[config.mk]
export PLATFORM = sky130hd
export DESIGN_NAME = btle_rx_pdu_fifo
export DESIGN_NICKNAME = d
export VERILOG_FILES = /design/src/rtl/btle_rx_pdu_fifo.sv
export SDC_FILE = /design/constraint.sdc
export NUM_CORES = 2
export LEC_CHECK = 0
export BUFFER_PORTS_ARGS = -buffer_cell sky130_fd_sc_hd__buf_2
export CORE_AREA = 2 2 428 642
export DETAILED_ROUTE_END_ITERATION = 6
export DIE_AREA = 0 0 430 644
export GPL_TIMING_DRIVEN = 0
export PLACE_DENSITY_LB_ADDON = 0.15
export SLEW_MARGIN = 10
export SYNTH_ARGS = -nofsm -noshare
export SYNTH_HDL_FRONTEND = slang
export SYNTH_SLANG_ARGS = --single-unit
[constraint.sdc]
create_clock -name clk -period 12.65 [get_ports clk]
set_clock_uncertainty 0.2 [all_clocks]
set_input_delay 0.6325 -clock clk [delete_from_list [all_inputs] [get_ports clk]]
set_output_delay 0.6325 -clock clk [all_outputs]
set_load 0.05 [all_outputs]
[src/rtl/btle_rx_pdu_fifo.sv]
// Packet FIFO behind the BLE RX core: speculatively buffers octets and commits whole frames on a good CRC.
// Define BTLE_RX_PDU_FIFO_KEEP_BAD_CRC_EN to also keep bad-CRC frames, tagged with crc_ok=0.
module btle_rx_pdu_fifo #(
  parameter int ADDR_WIDTH      = 8,
  parameter int FRAME_PTR_WIDTH = 3
) (
  input  logic                     clk,
  input  logic                     rst,
  input  logic                     hit_flag,
  input  logic [7:0]               octet,
  input  logic                     octet_valid,
  input  logic                     decode_end,
  input  logic                     crc_ok,
  output logic [7:0]               m_data,
  output logic                     m_valid,
  output logic                     m_last,
  output logic                     m_crc_ok,
  input  logic                     m_ready,
  output logic [FRAME_PTR_WIDTH:0] frame_count,
  output logic                     overflow_drop,
  output logic                     crc_drop
);

  localparam int DEPTH  = 1 << ADDR_WIDTH;
  localparam int FDEPTH = 1 << FRAME_PTR_WIDTH;

  localparam logic [1:0] W_IDLE    = 2'd0;
  localparam logic [1:0] W_COLLECT = 2'd1;
  localparam logic [1:0] W_DROP    = 2'd2;

`ifdef BTLE_RX_PDU_FIFO_KEEP_BAD_CRC_EN
  localparam logic KEEP_BAD_CRC = 1'b1;
`else
  localparam logic KEEP_BAD_CRC = 1'b0;
`endif

  logic [7:0]            ram_q      [DEPTH];
  logic [ADDR_WIDTH:0]   desc_len_q [FDEPTH];
  logic                  desc_crc_q [FDEPTH];

  logic [1:0]                state_q, state_d;
  logic [ADDR_WIDTH:0]       wr_ptr_q, wr_ptr_d;
  logic [ADDR_WIDTH:0]       spec_ptr_q, spec_ptr_d;
  logic [ADDR_WIDTH:0]       rd_ptr_q, rd_ptr_d;
  logic [ADDR_WIDTH:0]       len_q, len_d;
  logic [ADDR_WIDTH:0]       rem_q, rem_d;
  logic                      loaded_q, loaded_d;
  logic [FRAME_PTR_WIDTH:0]  desc_wp_q, desc_wp_d;
  logic [FRAME_PTR_WIDTH:0]  desc_rp_q, desc_rp_d;
  logic                      overflow_drop_q, overflow_drop_d;
  logic                      crc_drop_q, crc_drop_d;

  logic [ADDR_WIDTH:0]       used, spec_inc, len_inc, cur_rem, head_len;
  logic [FRAME_PTR_WIDTH:0]  frame_cnt;
  logic                      ram_space, desc_full, avail, oct_acc, oct_full;
  logic                      push, push_crc, xfer, pop;

  // used never exceeds DEPTH, so its MSB alone flags a full RAM
  assign used      = spec_ptr_q - rd_ptr_q;
  assign ram_space = ~used[ADDR_WIDTH];
  assign frame_cnt = desc_wp_q - desc_rp_q;
  assign desc_full = frame_cnt[FRAME_PTR_WIDTH];
  assign avail     = |frame_cnt;
  assign head_len  = desc_len_q[desc_rp_q[FRAME_PTR_WIDTH-1:0]];
  assign cur_rem   = loaded_q ? rem_q : head_len;

  assign oct_acc  = (state_q == W_COLLECT) & octet_valid & ram_space & ~(hit_flag & ~decode_end);
  assign oct_full = (state_q == W_COLLECT) & octet_valid & ~ram_space;
  assign spec_inc = spec_ptr_q + {{ADDR_WIDTH{1'b0}}, oct_acc};
  assign len_inc  = len_q + {{ADDR_WIDTH{1'b0}}, oct_acc};

  assign m_valid       = avail;
  assign m_data        = avail ? ram_q[rd_ptr_q[ADDR_WIDTH-1:0]] : '0;
  assign m_crc_ok      = avail & desc_crc_q[desc_rp_q[FRAME_PTR_WIDTH-1:0]];
  assign m_last        = avail & (cur_rem == {{ADDR_WIDTH{1'b0}}, 1'b1});
  assign frame_count   = frame_cnt;
  assign overflow_drop = overflow_drop_q;
  assign crc_drop      = crc_drop_q;

  assign xfer = avail & m_ready;
  assign pop  = xfer & m_last;

  always_comb begin
    state_d         = state_q;
    wr_ptr_d        = wr_ptr_q;
    spec_ptr_d      = spec_ptr_q;
    len_d           = len_q;
    overflow_drop_d = 1'b0;
    crc_drop_d      = 1'b0;
    push            = 1'b0;
    push_crc        = 1'b0;
    case (state_q)
      W_COLLECT: begin
        if (decode_end) begin
          state_d = W_IDLE;
          if (oct_full) begin
            overflow_drop_d = 1'b1;
          end else if (len_inc != '0) begin
            if (crc_ok || KEEP_BAD_CRC) begin
              if (desc_full) begin
                overflow_drop_d = 1'b1;
              end else begin
                push     = 1'b1;
                push_crc = crc_ok;
                wr_ptr_d = spec_inc;
              end
            end else begin
              crc_drop_d = 1'b1;
            end
          end
        end else begin
          spec_ptr_d = spec_inc;
          len_d      = len_inc;
          if (oct_full) state_d = W_DROP;
        end
      end
      W_DROP: begin
        if (decode_end) begin
          overflow_drop_d = 1'b1;
          state_d         = W_IDLE;
        end
      end
      W_IDLE:  ;
      default: state_d = W_IDLE;
    endcase
    // A hit always (re)starts collection at the committed pointer, after any same-cycle commit
    if (hit_flag) begin
      state_d    = W_COLLECT;
      spec_ptr_d = wr_ptr_d;
      len_d      = '0;
    end
  end

  always_comb begin
    rd_ptr_d  = rd_ptr_q + {{ADDR_WIDTH{1'b0}}, xfer};
    desc_rp_d = desc_rp_q + {{FRAME_PTR_WIDTH{1'b0}}, pop};
    desc_wp_d = desc_wp_q + {{FRAME_PTR_WIDTH{1'b0}}, push};
    loaded_d  = loaded_q;
    rem_d     = rem_q;
    if (xfer) begin
      loaded_d = ~m_last;
      rem_d    = cur_rem - {{ADDR_WIDTH{1'b0}}, 1'b1};
    end
  end

  always_ff @(posedge clk) begin
    if (rst) begin
      state_q         <= W_IDLE;
      wr_ptr_q        <= '0;
      spec_ptr_q      <= '0;
      rd_ptr_q        <= '0;
      len_q           <= '0;
      rem_q           <= '0;
      loaded_q        <= 1'b0;
      desc_wp_q       <= '0;
      desc_rp_q       <= '0;
      overflow_drop_q <= 1'b0;
      crc_drop_q      <= 1'b0;
    end else begin
      state_q         <= state_d;
      wr_ptr_q        <= wr_ptr_d;
      spec_ptr_q      <= spec_ptr_d;
      rd_ptr_q        <= rd_ptr_d;
      len_q           <= len_d;
      rem_q           <= rem_d;
      loaded_q        <= loaded_d;
      desc_wp_q       <= desc_wp_d;
      desc_rp_q       <= desc_rp_d;
      overflow_drop_q <= overflow_drop_d;
      crc_drop_q      <= crc_drop_d;
    end
  end

  always_ff @(posedge clk) begin
    if (oct_acc) ram_q[spec_ptr_q[ADDR_WIDTH-1:0]] <= octet;
    if (push) begin
      desc_len_q[desc_wp_q[FRAME_PTR_WIDTH-1:0]] <= len_inc;
      desc_crc_q[desc_wp_q[FRAME_PTR_WIDTH-1:0]] <= push_crc;
    end
  end

endmodule

# Word level (Yosys, flattened, before mapping)
# Memories as Yosys holds them, arrays and structs flattened. A register that Yosys moved wholly into a read port is not among the register bits.
# Index checks and enable logic that the tools add are counted.
[totals] wordCells=95 out_inout_bits=17 mem_bits_rw=2128 in_bits=15 n_memories=3 regBits=58
[op_classes] reduce_logical=10 n_mux=37 eq_ne=9 n_addsub=8 bitwise_logic=16
[mem_list] memory="ram_q" words=256 word_bits=8 read_ports=1 rd_clocked_by_memory_dff=1 wr=1 line="37" text="logic [7:0] ram_q [DEPTH];"
[mem_list] memory="desc_len_q" words=8 word_bits=9 read_ports=1 rd_clocked_by_memory_dff=1 wr=1 line="38" text="logic [ADDR_WIDTH:0] desc_len_q [FDEPTH];"
[mem_list] memory="desc_crc_q" words=8 word_bits=1 read_ports=1 rd_clocked_by_memory_dff=1 wr=1 line="39" text="logic desc_crc_q [FDEPTH];"
[op_table] cell="2-to-1 mux 9 bit" n=10
[op_table] cell="adder 9 x 1 -> 9 bit" n=3
[op_table] cell="2-to-1 mux 1 bit" n=18
[op_table] cell="2-to-1 mux 8 bit" n=2
[op_table] cell="bitwise AND 1 bit" n=9
[op_table] cell="equality test 9 x 1 -> 1 bit (second input constant)" n=1
[op_table] cell="nonzero test 9 bit" n=1
[op_table] cell="subtractor 9 x 1 -> 9 bit (second input constant)" n=1
[op_table] cell="subtractor 9 bit" n=1
[op_table] cell="adder 4 x 1 -> 4 bit" n=2
[op_table] cell="inverter 1 bit" n=7
[op_table] cell="2-to-1 mux 2 bit" n=3
[op_table] cell="2-to-1 mux 3 bit" n=2
[op_table] cell="inequality test 2 bit (second input constant)" n=3
[op_table] cell="inequality test 3 bit (second input constant)" n=2
[op_table] cell="one-hot mux 2 bit (3 select lines)" n=1
[op_table] cell="AND reduction 3 bit" n=2
[op_table] cell="OR reduction 5 bit" n=1
[op_table] cell="inequality test 4 bit (second input constant)" n=1
[op_table] cell="AND reduction 2 bit" n=2
[op_table] cell="OR reduction 4 bit" n=1
[op_table] cell="subtractor 4 bit" n=1
[op_table] cell="equality test 2 x 1 -> 1 bit (second input constant)" n=1
[op_table] cell="equality test 2 bit (second input constant)" n=1
[op_table] cell="4 further kinds" n=4

# Logic depth before layout (Yosys ltp)
[logic_depth] ltp_word=12 mapped_depth=27

# Least setup slack after synthesis
# OpenSTA, ideal clock, no wires.
[synth_timing] kind="flip-flop to flip-flop" startpoint="reg rd_ptr_q[1]" endpoint="mem desc_crc_q[0], enable pin" arrival_time_ns=5.600 path_buffers=6 stages_incl_launch_ff=23 slack_ns=6.446 setup_ns=0.403 period_less_slack_ns=6.204 path_cell_list="dfxtp_1 buf_2 buf_2 buf_2 clkinv_1 buf_1 ha_1 a21o_1 a211o_1 a21oi_2 xnor2_1 clkbuf_1 and2_1 ha_1 ha_1 nand3_1 or2_2 xnor2_1 nand4_1 and3_1 buf_2 nand2_2 nor4_1"
[synth_via] elab_chain_len=12 word_cells_on_any_way=13 classes_between="add/sub (2); mux (6); bitwise (4); reduce/logical (1)"
[synth_lines] item="start, declared" line="44" text="logic [ADDR_WIDTH:0] rd_ptr_q, rd_ptr_d;"
[synth_lines] item="start signal, assigned" line="163" text="rd_ptr_q <= rd_ptr_d;"
[synth_lines] item="subtractor 9 bit (*)" line="59" text="assign used = spec_ptr_q - rd_ptr_q;"
[synth_lines] item="inverter 1 bit" line="60" text="assign ram_space = ~used[ADDR_WIDTH];"
[synth_lines] item="bitwise AND 1 bit (2 in series)" line="67" text="assign oct_acc = (state_q == W_COLLECT) & octet_valid & ram_space & ~(hit_flag & ~decode_end);"
[synth_lines] item="adder 9 x 1 -> 9 bit" line="70" text="assign len_inc = len_q + {{ADDR_WIDTH{1'b0}}, oct_acc};"
[synth_lines] item="nonzero test 9 bit" line="98" text="end else if (len_inc != '0) begin"
[synth_lines] item="2-to-1 mux 1 bit" line="98"
[synth_lines] item="2-to-1 mux 1 bit (*)" line="96" text="if (oct_full) begin"
[synth_lines] item="2-to-1 mux 1 bit (*)" line="94" text="if (decode_end) begin"
[synth_lines] item="2-to-1 mux 1 bit (*)" line="92" text="case (state_q)"
[synth_lines] item="2-to-1 mux 1 bit (*)" line="176" text="if (push) begin"
[synth_lines] item="2-to-1 mux 1 bit (not written as such) (*)" line="178" text="desc_crc_q[desc_wp_q[FRAME_PTR_WIDTH-1:0]] <= push_crc;"
[synth_lines] item="end, declared" line="39"
# Every way passes the cells marked *; elsewhere a longest branch is shown, timed or not.

# Final worst setup path
[layout_timing] startpoint="reg rd_ptr_q[2]" endpoint="mem desc_len_q[6][2] (netlist bit), enable pin"
[layout_via] elab_chain_len=12 word_cells_on_any_way=13 classes_between="add/sub (2); mux (6); bitwise (4); reduce/logical (1)"
[layout_lines] item="subtractor 9 bit (*)" line="59"
[layout_lines] item="inverter 1 bit" line="60"
[layout_lines] item="bitwise AND 1 bit (2 in series)" line="67"
[layout_lines] item="adder 9 x 1 -> 9 bit" line="70"
[layout_lines] item="nonzero test 9 bit" line="98"
[layout_lines] item="2-to-1 mux 1 bit" line="98"
[layout_lines] item="2-to-1 mux 1 bit (*)" line="96"
[layout_lines] item="2-to-1 mux 1 bit (*)" line="94"
[layout_lines] item="2-to-1 mux 1 bit (*)" line="92"
[layout_lines] item="named net push" line="56" text="logic push, push_crc, xfer, pop;"
[layout_lines] item="2-to-1 mux 1 bit (*)" line="176"
[layout_lines] item="2-to-1 mux 1 bit (not written as such) (*)" line="177" text="desc_len_q[desc_wp_q[FRAME_PTR_WIDTH-1:0]] <= len_inc;"
[layout_lines] item="end, declared" line="38"
# Mark *: on every way through the listed nets, which the timed path passes. The rest lies on a longest branch.

==> metrics.md <==
| Metric | Value |
|---|---|
| Run status | `complete, no violations` |
| Post_cts resized | `0` |
| RePlAce Congestion | `0.9024` |
| Dpl hpwl | `245100 um` |
| GRT Overall Usage | `25.40%` |
| Seq cells post-synth | `2186` |
| Top cells by area, synth | `edfxtp_1, mux4_2, mux2i_1, dfxtp_1, nor3_1` |
| Maximum vdd drop | `95.91 uV` |
| Row count | `235` |
| Critical Path Fanout Max | `12` |
| Cell-internal power | `0.01141 W` |
| Post-DP Area | `0.09384 mm^2` |
| Finished Layout Cells | `8371` |
| Max Cap Violations | `0` |
| Max frequency | `109.6 MHz` |
| Type of the worst min-delay path | `primary input to flip-flop` |
| Initial cell density of the core | `31.78%` |
| Hold_buf cts | `10` |
| Syn nets | `4277` |
| Period utilization | `72.15%` |
| Clock Power Share | `43.5%` |
| Clock root buffer master | `clkbuf_16` |
| Comb pwr share | `1.7%` |
| CP startpoint | `rd_ptr_q[2]` |
| Setup TNS | `0 ns` |
| FFs w/ async S/R, synth | `0%` |
| Vias per cell | `5.668` |
| RSZ-0062 raised after global routing | `no` |
| Setup crit start kind | `flip-flop` |
| R2R Setup Slk | `3.52 ns` |
| Die height | `644 um` |
| First-pass DRT Iterations | `6` |
| Synthesis warning total | `0` |
| Vias in the first global route | `47563` |
| Area Growth Syn to Fin | `16.28%` |
| Drt total wl | `356700 um` |
| Overflow after GRT | `0` |
| Fin nets | `4680` |
| Area leader, netlist | `edfxtp_1` |
| CTS tree | `built` |
| Via Count | `47448` |
| FF-to-FF Start | `rd_ptr_q[2]` |
| Min Clock Period, post-route | `9.127 ns` |
| Sequential cell area | `0.06506 mm^2` |
| Switch share | `21.17%` |
| Yosys cell types | `82` |
| Num CTS Buffers | `211` |
| WL/cell | `42.61 um` |
| Fill cells | `24804` |
| Post-synth EDFFs | `2128` |
| Worst hold slack | `0.08905 ns` |
| Antenna viol nets, final | `0` |
| Final Hold Viols | `0` |
| Multi-input logic area | `0.02037 mm^2` |
| Core Box Area | `0.2720 mm^2` |
| # DRC | `0` |
| Post-route cell area | `0.1005 mm^2` |
| Reg power frac | `54.8%` |
| Reg clk slew, reported paths | `0.07 ns` |
| Clock sinks | `2186` |
| Worst rel slew slack | `4.722%` |
| CP Capture Type | `flip-flop` |
| Slew Viols, Final | `0` |
| Worst-margin pin slew | `1.429 ns` |
| Placed cell count | `7971` |
| Crit Path Category | `flip-flop to flip-flop` |
| Share of layout cells above drive strength 1 | `27.80%` |
| WP data required | `12.95 ns` |
| CTS H-tree depth | `4` |
| CP arrival | `9.42 ns` |
| Synth top area share | `73.93%` |
| Die Wd | `430 um` |
| Area of the mapped netlist | `0.08644 mm^2` |
| Sequential share of the synthesized area | `75.27%` |
| Largest net degree at the start of global routing | `125` |
| LEAKAGE | `30.33 nW` |
| I/O Pins | `32` |
| Starting DRT DRC Count | `5541` |
| Final setup viols | `0` |
| PD cells | `144.0 mW/mm^2` |
| Port Buffers | `29` |
| Synth Instances | `4236` |
| Die area | `0.2769 mm^2` |
| Post-CTS setup buffers | `0` |
| First-pass GRT wire length | `463800 um` |
| Primary FF master, synth | `edfxtp_1` |
| Worst Min Path Start | `hit_flag` |
| Clock latency at the later pin of the worst-skew pair | `0.90 ns` |
| Clock Tree Buf Depth | `4` |
| Avg Inst Size Synth | `20.41 um^2` |
| Initial antenna violation count | `19` |
| NetSw | `0.003063 W` |
power by group through the flow:
stage | logic [W] | registers (W) | clock network (W)
3_5_place_dp | 0.000240 | 0.00809 | 0
5_1_grt | 0.000252 | 0.00793 | 0.00658
2_1_floorplan | 0.0000485 | 0.00809 | 0
6_report | 0.000244 | 0.00793 | 0.00629
3_3_place_gp | 0.000205 | 0.00812 | 0
4_1_cts | 0.000243 | 0.00793 | 0.00635
per-layer routing:
layer  share of wire [%]  track usage [%]
met5               0.037           0.2442
met4                 7.8            16.44
met3                 6.2            4.008
met2                  51            44.51
met1                  35            28.68
state kept, by name (all words and copies together) (netlist names), 2 cells and up:
name / count
spec_ptr_q: 9
len_q: 9
desc_wp_q: 4
desc_len_q: 72
desc_rp_q: 4
state_q: 2
desc_crc_q: 8
rd_ptr_q: 9
ram_q: 2048
wr_ptr_q: 9
rem_q: 9
cells in the final DEF, fill, tap and decap left out, types with 58 or more instances in the layout:
| cell | synthesis | final |
|---|---|---|
| buf_4 | 18 | 90 |
| nor3_2 | 1 | 131 |
| nor2_1 | 200 | 192 |
| clkbuf_16 | 0 | 216 |
| buf_2 | 67 | 103 |
| nand2_1 | 116 | 116 |
| dfxtp_1 | 58 | 58 |
| mux2i_1 | 185 | 185 |
| clkbuf_1 | 114 | 118 |
| edfxtp_1 | 2128 | 2128 |
| buf_6 | 40 | 73 |
| mux4_2 | 511 | 511 |
area by class of cell:
| type | count | area share, % |
|---|---|---|
| timing repair buffer | 190 | 2.262 |
| inverter | 31 | 0.1158 |
| antenna | 6 | 0.01494 |
| clock inverter | 112 | 0.8976 |
| buffer | 273 | 1.668 |
| clock buffer | 272 | 5.617 |
| tap | 3555 | 4.426 |
| sequential | 2186 | 64.73 |
| multi-input combinational | 1746 | 20.27 |
worst max-delay path: stages (launching register included):
cell      delay (ns)
dfxtp_1         0.31
buf_2           0.27
inv_2           0.41
buf_2           0.79
clkbuf_2        0.81
clkbuf_2        0.63
ha_1            0.35
a211o_1         0.28
a21oi_2         0.35
xnor2_1         0.22
clkbuf_1        0.53
and2_1          0.35
ha_1            0.27
ha_1            0.27
nand3_1         0.22
or2_2           0.40
xnor2_1         0.19
nand4_1         0.25
and3_1          0.19
buf_2           0.25
nand2_2         0.22
inv_2           0.22
and4_1          0.63
Yosys cell counts, types with 5 or more instances:
| master | number |
|---|---|
| clkbuf_1 | 114 |
| a22o_1 | 8 |
| nand2b_1 | 8 |
| dfxtp_1 | 58 |
| nand4_1 | 26 |
| buf_4 | 18 |
| or2_2 | 6 |
| mux2_2 | 6 |
| nor3_1 | 161 |
| nor4_1 | 13 |
| o21ai_0 | 51 |
| inv_1 | 27 |
| mux2i_1 | 185 |
| o221ai_1 | 6 |
| nand3_1 | 42 |
| a311oi_1 | 9 |
| nand2_1 | 116 |
| nor2_1 | 200 |
| o211ai_1 | 6 |
| buf_8 | 5 |
| a221o_1 | 12 |
| ha_1 | 25 |
| buf_2 | 67 |
| nor2b_1 | 22 |
| buf_6 | 40 |
| and3_1 | 7 |
| a21o_1 | 6 |
| mux4_2 | 511 |
| a21oi_1 | 53 |
| o22ai_1 | 15 |
| o32ai_1 | 6 |
| o31ai_1 | 6 |
| buf_1 | 24 |
| a22oi_1 | 42 |
| a31oi_1 | 10 |
| a211oi_1 | 23 |
| a2111oi_0 | 6 |
| xor2_1 | 17 |
| or3_1 | 5 |
| a221oi_1 | 53 |
| xnor2_1 | 30 |
| edfxtp_1 | 2128 |
final timing paths:
kind	to	depth (start not counted)
worst min-delay path	spec_ptr_q[7]	2
worst min register to register	len_q[0]	2
worst max-delay path	desc_len_q[6][2]	22
worst max register to register	desc_len_q[6][2]	22
kinds of logic (layout without fill, tap and decap cells):
logic type      after synthesis  after routing  share of synthesized area (%)
compound gates              345            345                          2.886
xor+xnor                     47             47                         0.4762
fa+ha+maj                    26             26                         0.3850
buf+inv                     304            878                          1.985
flops                      2186           2186                          75.27
mux                         707            707                          15.67
other cells                   0              6                              0
simple gates                621            621                          3.326
metrics by stage:
step           util [%]  total power (W)  worst slack [ns]
4_1_cts           36.95          0.01453             3.409
6_report          36.95          0.01447             3.523
2_1_floorplan         -         0.008142             6.446
5_1_grt           36.95          0.01477             3.321
3_3_place_gp      33.47         0.008327             1.075
3_5_place_dp      34.50         0.008331             3.442
(Power assumes the default switching activity.)
